$ cat src/rtl/number_collision_scorer_if.sv
// Signal bundle between the frame/pixel source, the collision scorer and its observers.
interface number_collision_scorer_if #(
  parameter int NUMBERS      = 3,
  parameter int SCORE_DIGITS = 4
);
  logic                         startOfFrame;
  logic                         playerDR;
  logic [NUMBERS-1:0]           numbersDR;
  logic [NUMBERS-1:0]           showNum;
  logic [NUMBERS-1:0][3:0]      numbersToShow;
  logic                         scoreClear;
  logic [NUMBERS-1:0]           singleHit;
  logic [SCORE_DIGITS-1:0][3:0] scoreBCD;
  logic                         busy;
  logic                         saturated;
  logic [1:0]                   fsm_state;

  // startOfFrame is the only "valid": a commit is taken on that cycle with no
  // backpressure; busy is advisory and a hit committed while busy is not scored.
  modport master (
    output startOfFrame, playerDR, numbersDR, showNum, numbersToShow, scoreClear,
    input  singleHit, scoreBCD, busy, saturated, fsm_state
  );

  modport slave (
    input  startOfFrame, playerDR, numbersDR, showNum, numbersToShow, scoreClear,
    output singleHit, scoreBCD, busy, saturated, fsm_state
  );
endinterface

$ cat src/rtl/number_collision_scorer.sv
// Per-frame player/number overlap detection with a one-hit-per-frame pulse and a
// serial (one digit per clock) saturating BCD score accumulator.
module number_collision_scorer #(
  parameter int NUMBERS      = 3,
  parameter int SCORE_DIGITS = 4
) (
  input  logic                       clk,
  input  logic                       resetN,
  number_collision_scorer_if.slave   bus
);

  typedef enum logic [1:0] {
    IDLE   = 2'd0,
    ADD    = 2'd1,
    COMMIT = 2'd2
  } state_t;

  localparam int KW = (SCORE_DIGITS > 1) ? $clog2(SCORE_DIGITS) : 1;
  localparam logic [KW-1:0] K_LAST = KW'(SCORE_DIGITS - 1);

  logic [NUMBERS-1:0]           overlap;
  logic [NUMBERS-1:0]           hit_flags;
  logic [NUMBERS-1:0]           sel_onehot;
  logic [NUMBERS-1:0]           single_hit;
  logic [3:0]                   sel_value;
  logic [3:0]                   addend;
  logic                         commit_hit;

  state_t                       state, state_n;
  logic [SCORE_DIGITS-1:0][3:0] work, work_n;
  logic [SCORE_DIGITS-1:0][3:0] score, score_n;
  logic [KW-1:0]                k, k_n;
  logic [3:0]                   carry, carry_n;
  logic                         sat, sat_n;
  logic [4:0]                   digit_sum;

  assign overlap = {NUMBERS{bus.playerDR}} & bus.numbersDR & bus.showNum;

  // Walk from the top down so the lowest flagged index is the one that sticks.
  always_comb begin
    sel_onehot = '0;
    sel_value  = '0;
    for (int j = NUMBERS - 1; j >= 0; j--) begin
      if (hit_flags[j]) begin
        sel_onehot    = '0;
        sel_onehot[j] = 1'b1;
        sel_value     = bus.numbersToShow[j];
      end
    end
  end

  assign addend     = (sel_value > 4'd9) ? 4'd9 : sel_value;
  assign commit_hit = bus.startOfFrame & (|hit_flags);

  // Overlap seen on the frame strobe itself is the first pixel of the new frame.
  always_ff @(posedge clk or negedge resetN) begin
    if (!resetN) begin
      hit_flags  <= '0;
      single_hit <= '0;
    end else begin
      single_hit <= bus.startOfFrame ? sel_onehot : '0;
      hit_flags  <= bus.startOfFrame ? overlap : (hit_flags | overlap);
    end
  end

  always_ff @(posedge clk or negedge resetN) begin
    if (!resetN) begin
      state <= IDLE;
      work  <= '0;
      score <= '0;
      k     <= '0;
      carry <= '0;
      sat   <= 1'b0;
    end else begin
      state <= state_n;
      work  <= work_n;
      score <= score_n;
      k     <= k_n;
      carry <= carry_n;
      sat   <= sat_n;
    end
  end

  always_comb begin
    state_n   = state;
    work_n    = work;
    score_n   = score;
    k_n       = k;
    carry_n   = carry;
    sat_n     = sat;
    digit_sum = {1'b0, work[k]} + {1'b0, carry};

    case (state)
      IDLE: begin
        if (commit_hit) begin
          state_n = ADD;
          work_n  = score;
          k_n     = '0;
          carry_n = addend;
        end
      end
      ADD: begin
        if (digit_sum > 5'd9) begin
          work_n[k] = 4'(digit_sum - 5'd10);
          carry_n   = 4'd1;
        end else begin
          work_n[k] = digit_sum[3:0];
          carry_n   = 4'd0;
        end
        if (k == K_LAST) state_n = COMMIT;
        else             k_n     = k + 1'b1;
      end
      COMMIT: begin
        // A carry out of the top digit means the score overflowed: clamp.
        if (carry != 4'd0) begin
          score_n = {SCORE_DIGITS{4'd9}};
          sat_n   = 1'b1;
        end else begin
          score_n = work;
        end
        state_n = IDLE;
      end
      default: state_n = IDLE;
    endcase

    if (bus.scoreClear) begin
      score_n = '0;
      sat_n   = 1'b0;
      state_n = IDLE;
    end
  end

  assign bus.singleHit = single_hit;
  assign bus.scoreBCD  = score;
  assign bus.saturated = sat;
  assign bus.busy      = (state != IDLE);
  assign bus.fsm_state = state;

endmodule

$ cat src/flat_wrapper.sv
// flat-port wrapper written by rule: the top's interface ports become plain ports
module number_collision_scorer_flat 
#(
  parameter int NUMBERS      = 3,
  parameter int SCORE_DIGITS = 4
)
  (clk, resetN, bus_startOfFrame, bus_playerDR, bus_numbersDR, bus_showNum, bus_numbersToShow, bus_scoreClear, bus_singleHit, bus_scoreBCD, bus_busy, bus_saturated, bus_fsm_state);
  number_collision_scorer_if #(.NUMBERS(NUMBERS), .SCORE_DIGITS(SCORE_DIGITS)) bus_i ();
  input  logic clk;
  input  logic resetN;
  input wire logic [$bits(bus_i.startOfFrame)-1:0] bus_startOfFrame;
  input wire logic [$bits(bus_i.playerDR)-1:0] bus_playerDR;
  input wire logic [$bits(bus_i.numbersDR)-1:0] bus_numbersDR;
  input wire logic [$bits(bus_i.showNum)-1:0] bus_showNum;
  input wire logic [$bits(bus_i.numbersToShow)-1:0] bus_numbersToShow;
  input wire logic [$bits(bus_i.scoreClear)-1:0] bus_scoreClear;
  output wire logic [$bits(bus_i.singleHit)-1:0] bus_singleHit;
  output wire logic [$bits(bus_i.scoreBCD)-1:0] bus_scoreBCD;
  output wire logic [$bits(bus_i.busy)-1:0] bus_busy;
  output wire logic [$bits(bus_i.saturated)-1:0] bus_saturated;
  output wire logic [$bits(bus_i.fsm_state)-1:0] bus_fsm_state;
  assign bus_i.startOfFrame = bus_startOfFrame;
  assign bus_i.playerDR = bus_playerDR;
  assign bus_i.numbersDR = bus_numbersDR;
  assign bus_i.showNum = bus_showNum;
  assign bus_i.numbersToShow = bus_numbersToShow;
  assign bus_i.scoreClear = bus_scoreClear;
  assign bus_singleHit = bus_i.singleHit;
  assign bus_scoreBCD = bus_i.scoreBCD;
  assign bus_busy = bus_i.busy;
  assign bus_saturated = bus_i.saturated;
  assign bus_fsm_state = bus_i.fsm_state;
  number_collision_scorer #(.NUMBERS(NUMBERS), .SCORE_DIGITS(SCORE_DIGITS)) u_core (.clk(clk), .resetN(resetN), .bus(bus_i));
endmodule
$ cat config.mk
export PLATFORM = sky130hd
export DESIGN_NAME = number_collision_scorer_flat
export DESIGN_NICKNAME = d
export VERILOG_FILES = /design/src/rtl/number_collision_scorer_if.sv /design/src/rtl/number_collision_scorer.sv /design/src/flat_wrapper.sv
export SDC_FILE = /design/constraint.sdc
export NUM_CORES = 1
export LEC_CHECK = 0
export BUFFER_PORTS_ARGS = -buffer_cell sky130_fd_sc_hd__buf_2
export CELL_PAD_IN_SITES_DETAIL_PLACEMENT = 1
export CELL_PAD_IN_SITES_GLOBAL_PLACEMENT = 2
export CORE_ASPECT_RATIO = 1.1
export CORE_MARGIN = 4
export CORE_UTILIZATION = 38
export DETAILED_ROUTE_END_ITERATION = 10
export PLACE_DENSITY_LB_ADDON = 0.1
export SKIP_LAST_GASP = 1
export SLEW_MARGIN = 25
export SYNTH_ARGS = -nofsm -noshare
export SYNTH_HDL_FRONTEND = slang
export SYNTH_SLANG_ARGS = --single-unit
$ cat constraint.sdc
create_clock -name clk -period 7.15 [get_ports clk]
set_clock_uncertainty 0.1 [all_clocks]
set_input_delay 1.0725 -clock clk [delete_from_list [all_inputs] [get_ports clk]]
set_output_delay 1.0725 -clock clk [all_outputs]
set_load 0.01 [all_outputs]
---- Yosys cells after proc, flatten, opt, wreduce, memory -nomap -nowiden ----
Index checks and enable logic that the tools add are counted.
word-level totals
  memories ................................ 0
  latch bits .............................. 0
  register bits ........................... 47
  RAM bits ................................ 0
  word-level logic and storage cells ...... 78
  ROM bits ................................ 0
  input port bits ......................... 23
cells by class
  shifts and indexed selects .............. 0
  bitwise operators ....................... 4
  div/mod/pow operators ................... 0
  add/sub/neg operators ................... 3
  reduce and logical (&&, ||, !) cells .... 12
  multipliers ............................. 0
  mux-type cells .......................... 34
  equality and inequality tests ........... 7
  magnitude comparators ................... 4
operators with widths
  operator                                                                         number
  16-bit 2-to-1 mux                                                                5
  16-bit bitwise mux                                                               2
  16-bit case mux with 2 select lines                                              1
  4-bit 2-to-1 mux                                                                 7
  3-bit 2-to-1 mux                                                                 5
  2-bit 2-to-1 mux                                                                 5
  4-bit binary-select mux with 2-bit select                                        1
  4-bit demux with 2-bit select                                                    1
  2-bit case mux with 2 select lines                                               2
  4-bit case mux with 2 select lines                                               1
  2-bit nonzero test                                                               4
  3-bit AND                                                                        2
  3-bit by 2-bit != test with 1-bit output, second input constant                  2
  2-bit AND reduction                                                              3
  4-bit by 4-bit adder with 5-bit output                                           1
  5-bit by 4-bit greater-than comparator with 1-bit output, second input constant  1
  2-bit equality test, second input constant                                       2
  4-bit greater-than comparator, second input constant                             1
  1-bit 2-to-1 mux                                                                 4
  4-bit nonzero test                                                               1
  4-bit subtractor, second input constant                                          1
  2-bit by 3-bit < comparator with 1-bit output, second input constant             1
  3-bit OR                                                                         1
  3-bit AND reduction                                                              1
  other kinds (9)                                                                  9

---- Logic depth before layout (Yosys ltp) ----
  word-level depth ........................ 7
  gate-level depth with buffers ........... 12

---- Least setup slack after synthesis ----
No wires, ideal clock.
  path type ............................... flip-flop to flip-flop
  start ................................... reg u_core.k[0]
  end ..................................... reg u_core.work[14] in the netlist's numbering
  required time ........................... 6.920 ns
  data arrival time ....................... 3.061 ns
  setup slack ............................. 3.859 ns
  cell stages (with the launch flop) ...... 12
  path buffers ............................ 1
  path through ............................ dfrtp_1 > clkbuf_1 > mux4_2 > ha_1 > inv_1 > fa_1 > ha_1 > inv_1 > a211o_1 > and4b_1 > a22oi_4 > o22ai_1
on the way
  cells in the longest elaborated chain, start to end .. 7
  elaborated cells between the ends (all ways) .. 14
  those cells by class .................... add/sub (2); order compare (3); mux (8); reduce/logical (1)
ends and longest elaborated chain
  element                                                                             RTL line                                                                                       text
  start: declaration                                                                  number_collision_scorer.sv:32                                                                  logic [KW-1:0] k, k_n;
  start signal: assignment                                                            number_collision_scorer.sv:78                                                                  k <= k_n;
  4-bit binary-select mux with 2-bit select (tied with other cells)                   number_collision_scorer.sv:91                                                                  digit_sum = {1'b0, work[k]} + {1'b0, carry};
  4-bit 2-to-1 mux (implied by the code) / 1-bit logical AND (equally long branches)  number_collision_scorer.sv:91, number_collision_scorer.sv:104, number_collision_scorer.sv:107
  4-bit by 4-bit adder with 5-bit output / 4-bit 2-to-1 mux (equally long branches)   number_collision_scorer.sv:91, number_collision_scorer.sv:104, number_collision_scorer.sv:107
  4-bit subtractor / 4-bit demux with 2-bit select (equally long branches)            -
  16-bit bitwise mux, on equally long branches                                        number_collision_scorer.sv:104, number_collision_scorer.sv:107
  16-bit 2-to-1 mux (*)                                                               number_collision_scorer.sv:103                                                                 if (digit_sum > 5'd9) begin
  16-bit case mux with 2 select lines (*)                                             number_collision_scorer.sv:93                                                                  case (state)
  end signal: assignment                                                              number_collision_scorer.sv:76                                                                  work <= work_n;
  end: declaration                                                                    number_collision_scorer.sv:30                                                                  logic [SCORE_DIGITS-1:0][3:0] work, work_n;
Every way passes the cells marked *; elsewhere a longest branch is shown, timed or not. The select of a mux whose other input is x is not followed.
A chain may end at the register's enable or synchronous reset.

---- Final worst setup path ----
Same ends and word-level chain as after synthesis.

==> results_dict.tcl <==
set metrics [dict create \
    hold_class "reg2reg" \
    grt_pass1_vias 2229 \
    insertion_delay_ns 0.30 \
    drt_first_pass_iters 6 \
    critPathCaptureType "register" \
    drt-total-wl_mm 7.22 \
    io_buffers 45 \
    vias 2193 \
    drcViolationCount 0 \
    setup_viol 0 \
    finalSetupTns_ns 0 \
    path_clk_slew_ns 0.09 \
    die_y_um 94.7 \
    placed_cell_area_um2 2880 \
    final_common_cell "dfrtp_1" \
    ys.flop_type "dfrtp_1" \
    synth_fp_nets 293 \
    ys_seq_area_share_pct 45.3 \
    cts_made_buffers 5 \
    io_pins 46 \
    synth.distinct_cells 49 \
    hpwl_mm 5.37 \
    gr-usage-met1_pct 25.9 \
    async_reset_ff_share_pct 100 \
    synth-edff-count 0 \
    status "finished, final reports clean" \
    seqCellArea_um2 1180 \
    cp-start-kind "register" \
    p_per_area_nw_per_um2 314 \
    synth_top_cell_by_area "dfrtp_1" \
    core_um2 6630 \
    post-cts-setup-buffers 0 \
    synth-seq-cells 47 \
    vdd_drop_max_v 0.000128 \
    root_buffer "clkbuf_8" \
    grtUsageTotal_pct 18.4 \
    htreeDepth 2 \
    period_minus_slack_ns 3.41 \
    die_area_um2 8230 \
    cp_max_fo 8 \
    nets 334 \
    tightest_slew_ns 0.631 \
    final_cell_mix "47 x dfrtp_1, 45 x buf_2, 22 x nor2_1" \
    synth_area_um2 2600 \
    area_growth_pct 14.3 \
    rows 31 \
    met3_usage_pct 2.71 \
    yosysWarnings 0 \
    relSlewSlack_pct 57.4 \
    antenna_found_initial 0 \
    stdcell_area_um2 2970 \
    fp.dieW_um 86.9 \
    ant_nets 0 \
    grt_max_degree 48 \
    p_leak_nw 1.46 \
    worst_ep_required_time_ns 7.23 \
    cts_tree "built" \
    worstSetupPathType "reg2reg" \
    maxSlewViolCount 0 \
    timing_hold_violations_final 0 \
    drtIter0Drc 85 \
    final_cells 384 \
    initial_core_util_pct 39.2 \
    clock-sinks 47 \
    layout-drive-gt1-share_pct 23.5 \
    power.total_mw 0.932 \
    synthCells 260 \
    cts_resized 0 \
    postCtsHoldBufs 0 \
    grt-busiest-layer "met2" \
    globalRouteMet2Util_pct 29.9 \
    maxCapViolations 0 \
    synth_top_cell_area_share_pct 45.3 \
    fin_crit_sh_pct 47.7 \
    dp_cells 376 \
    synth_area_leaders "dfrtp_1 45%, a22o_1 4.4%, ha_1 4.3%" \
    syn_area_per_cell_um2 10.0 \
    grt_pass1_wl_mm 11.7 \
    fill_cells 786 \
    multi_input_area_um2 1300 \
    cts_buffer_depth 2 \
    cp.arrival_ns 3.49 \
    rsz0062_at_grt "no" \
    viasPerCell 5.71 \
    n_antenna_cell 0 \
    grt.overflow.total 0 \
    max_freq_mhz 293 \
    gp_congestion 0.845 \
    wl_per_cell_um 18.8 \
]
final timing paths:
kind,cells after the start,end,slack [ns],startpoint
max,10,u_core.work[14],3.74,u_core.k[0]
min,2,u_core.bus.saturated,0.40,u_core.bus.saturated
max reg2reg,10,u_core.work[14],3.74,u_core.k[0]
min reg2reg,2,u_core.bus.saturated,0.40,u_core.bus.saturated
max in group asynchronous,2,u_core.work[14],5.76,resetN
min in group asynchronous,2,u_core.bus.scoreBCD[10],0.76,resetN
power breakdown:
part           total (mW)  leakage (nW)  switching (mW)  internal [mW]
clock network       0.173        0.0516          0.0939         0.0792
logic               0.402         0.769           0.239          0.164
registers           0.357         0.639          0.0508          0.306
total               0.932          1.46           0.383          0.549
final cells by class:
type	count	share of cell area, %
Sequential cell	47	39.6
Clock buffer	6	2.78
Tap cell	82	3.45
Clock inverter	2	0.463
Multi-Input combinational cell	187	43.9
Timing Repair Buffer	48	8.34
Inverter	12	1.52
Yosys cell counts (3+ instances only):
cell type,count
a2bb2oi_1,3
inv_1,12
o22ai_1,5
a22o_1,13
nand3_1,8
or2_2,3
dfrtp_1,47
ha_1,9
o21ai_0,16
mux4_2,4
nor3_1,18
nor2_1,22
clkbuf_1,6
buf_2,5
a31o_1,4
a22oi_1,5
a21oi_1,16
nand2_1,19
a32oi_1,4
nand2b_1,3
worst max-delay path: stages (launching register included):
cell,delay (ns)
dfrtp_1,0.58
mux4_2,0.56
ha_1,0.23
inv_1,0.08
fa_1,0.52
ha_1,0.40
inv_1,0.07
a211o_1,0.22
and4b_1,0.21
a22oi_4,0.22
o22ai_1,0.10
layer usage:
| layer | share of wire [%] | up-vias | wire length [um] |
|---|---|---|---|
| li1 | - | 1034 | - |
| met1 | 47 | 1111 | 3420 |
| met2 | 48 | 42 | 3500 |
| met3 | 3.5 | 6 | 252 |
| met4 | 0.66 | 0 | 48 |
| met5 | 0 | - | 0 |
logic make-up after synthesis:
logic type	synth area share (%)
buffers and inverters	4.57
AOI/OAI and AO/OA	22.2
muxes	4.72
xor gates and xnor gates	0.674
and+or+nand+nor	17.4
DFF	45.3
adders and majority gates	5.10
metrics by stage:
stage / worst slack [ns] / hold WS (ns) / util [%]
after floorplan: 3.86 / 0.364 / -
after global placement: 3.85 / 0.375 / 43.4
after detailed placement: 3.74 / 0.389 / 43.4
after CTS: 3.72 / 0.412 / 44.8
after global routing: 3.58 / 0.441 / 44.8
final: 3.74 / 0.402 / 44.8
registers in the layout (all words and copies together) (netlist names):
signal / flops
u_core.bus.scoreBCD: 16
u_core.work: 16
u_core.carry: 4
u_core.bus.singleHit: 3
u_core.hit_flags: 3
u_core.bus.fsm_state: 2
u_core.k: 2
u_core.bus.saturated: 1
(Power assumes the default switching activity.)
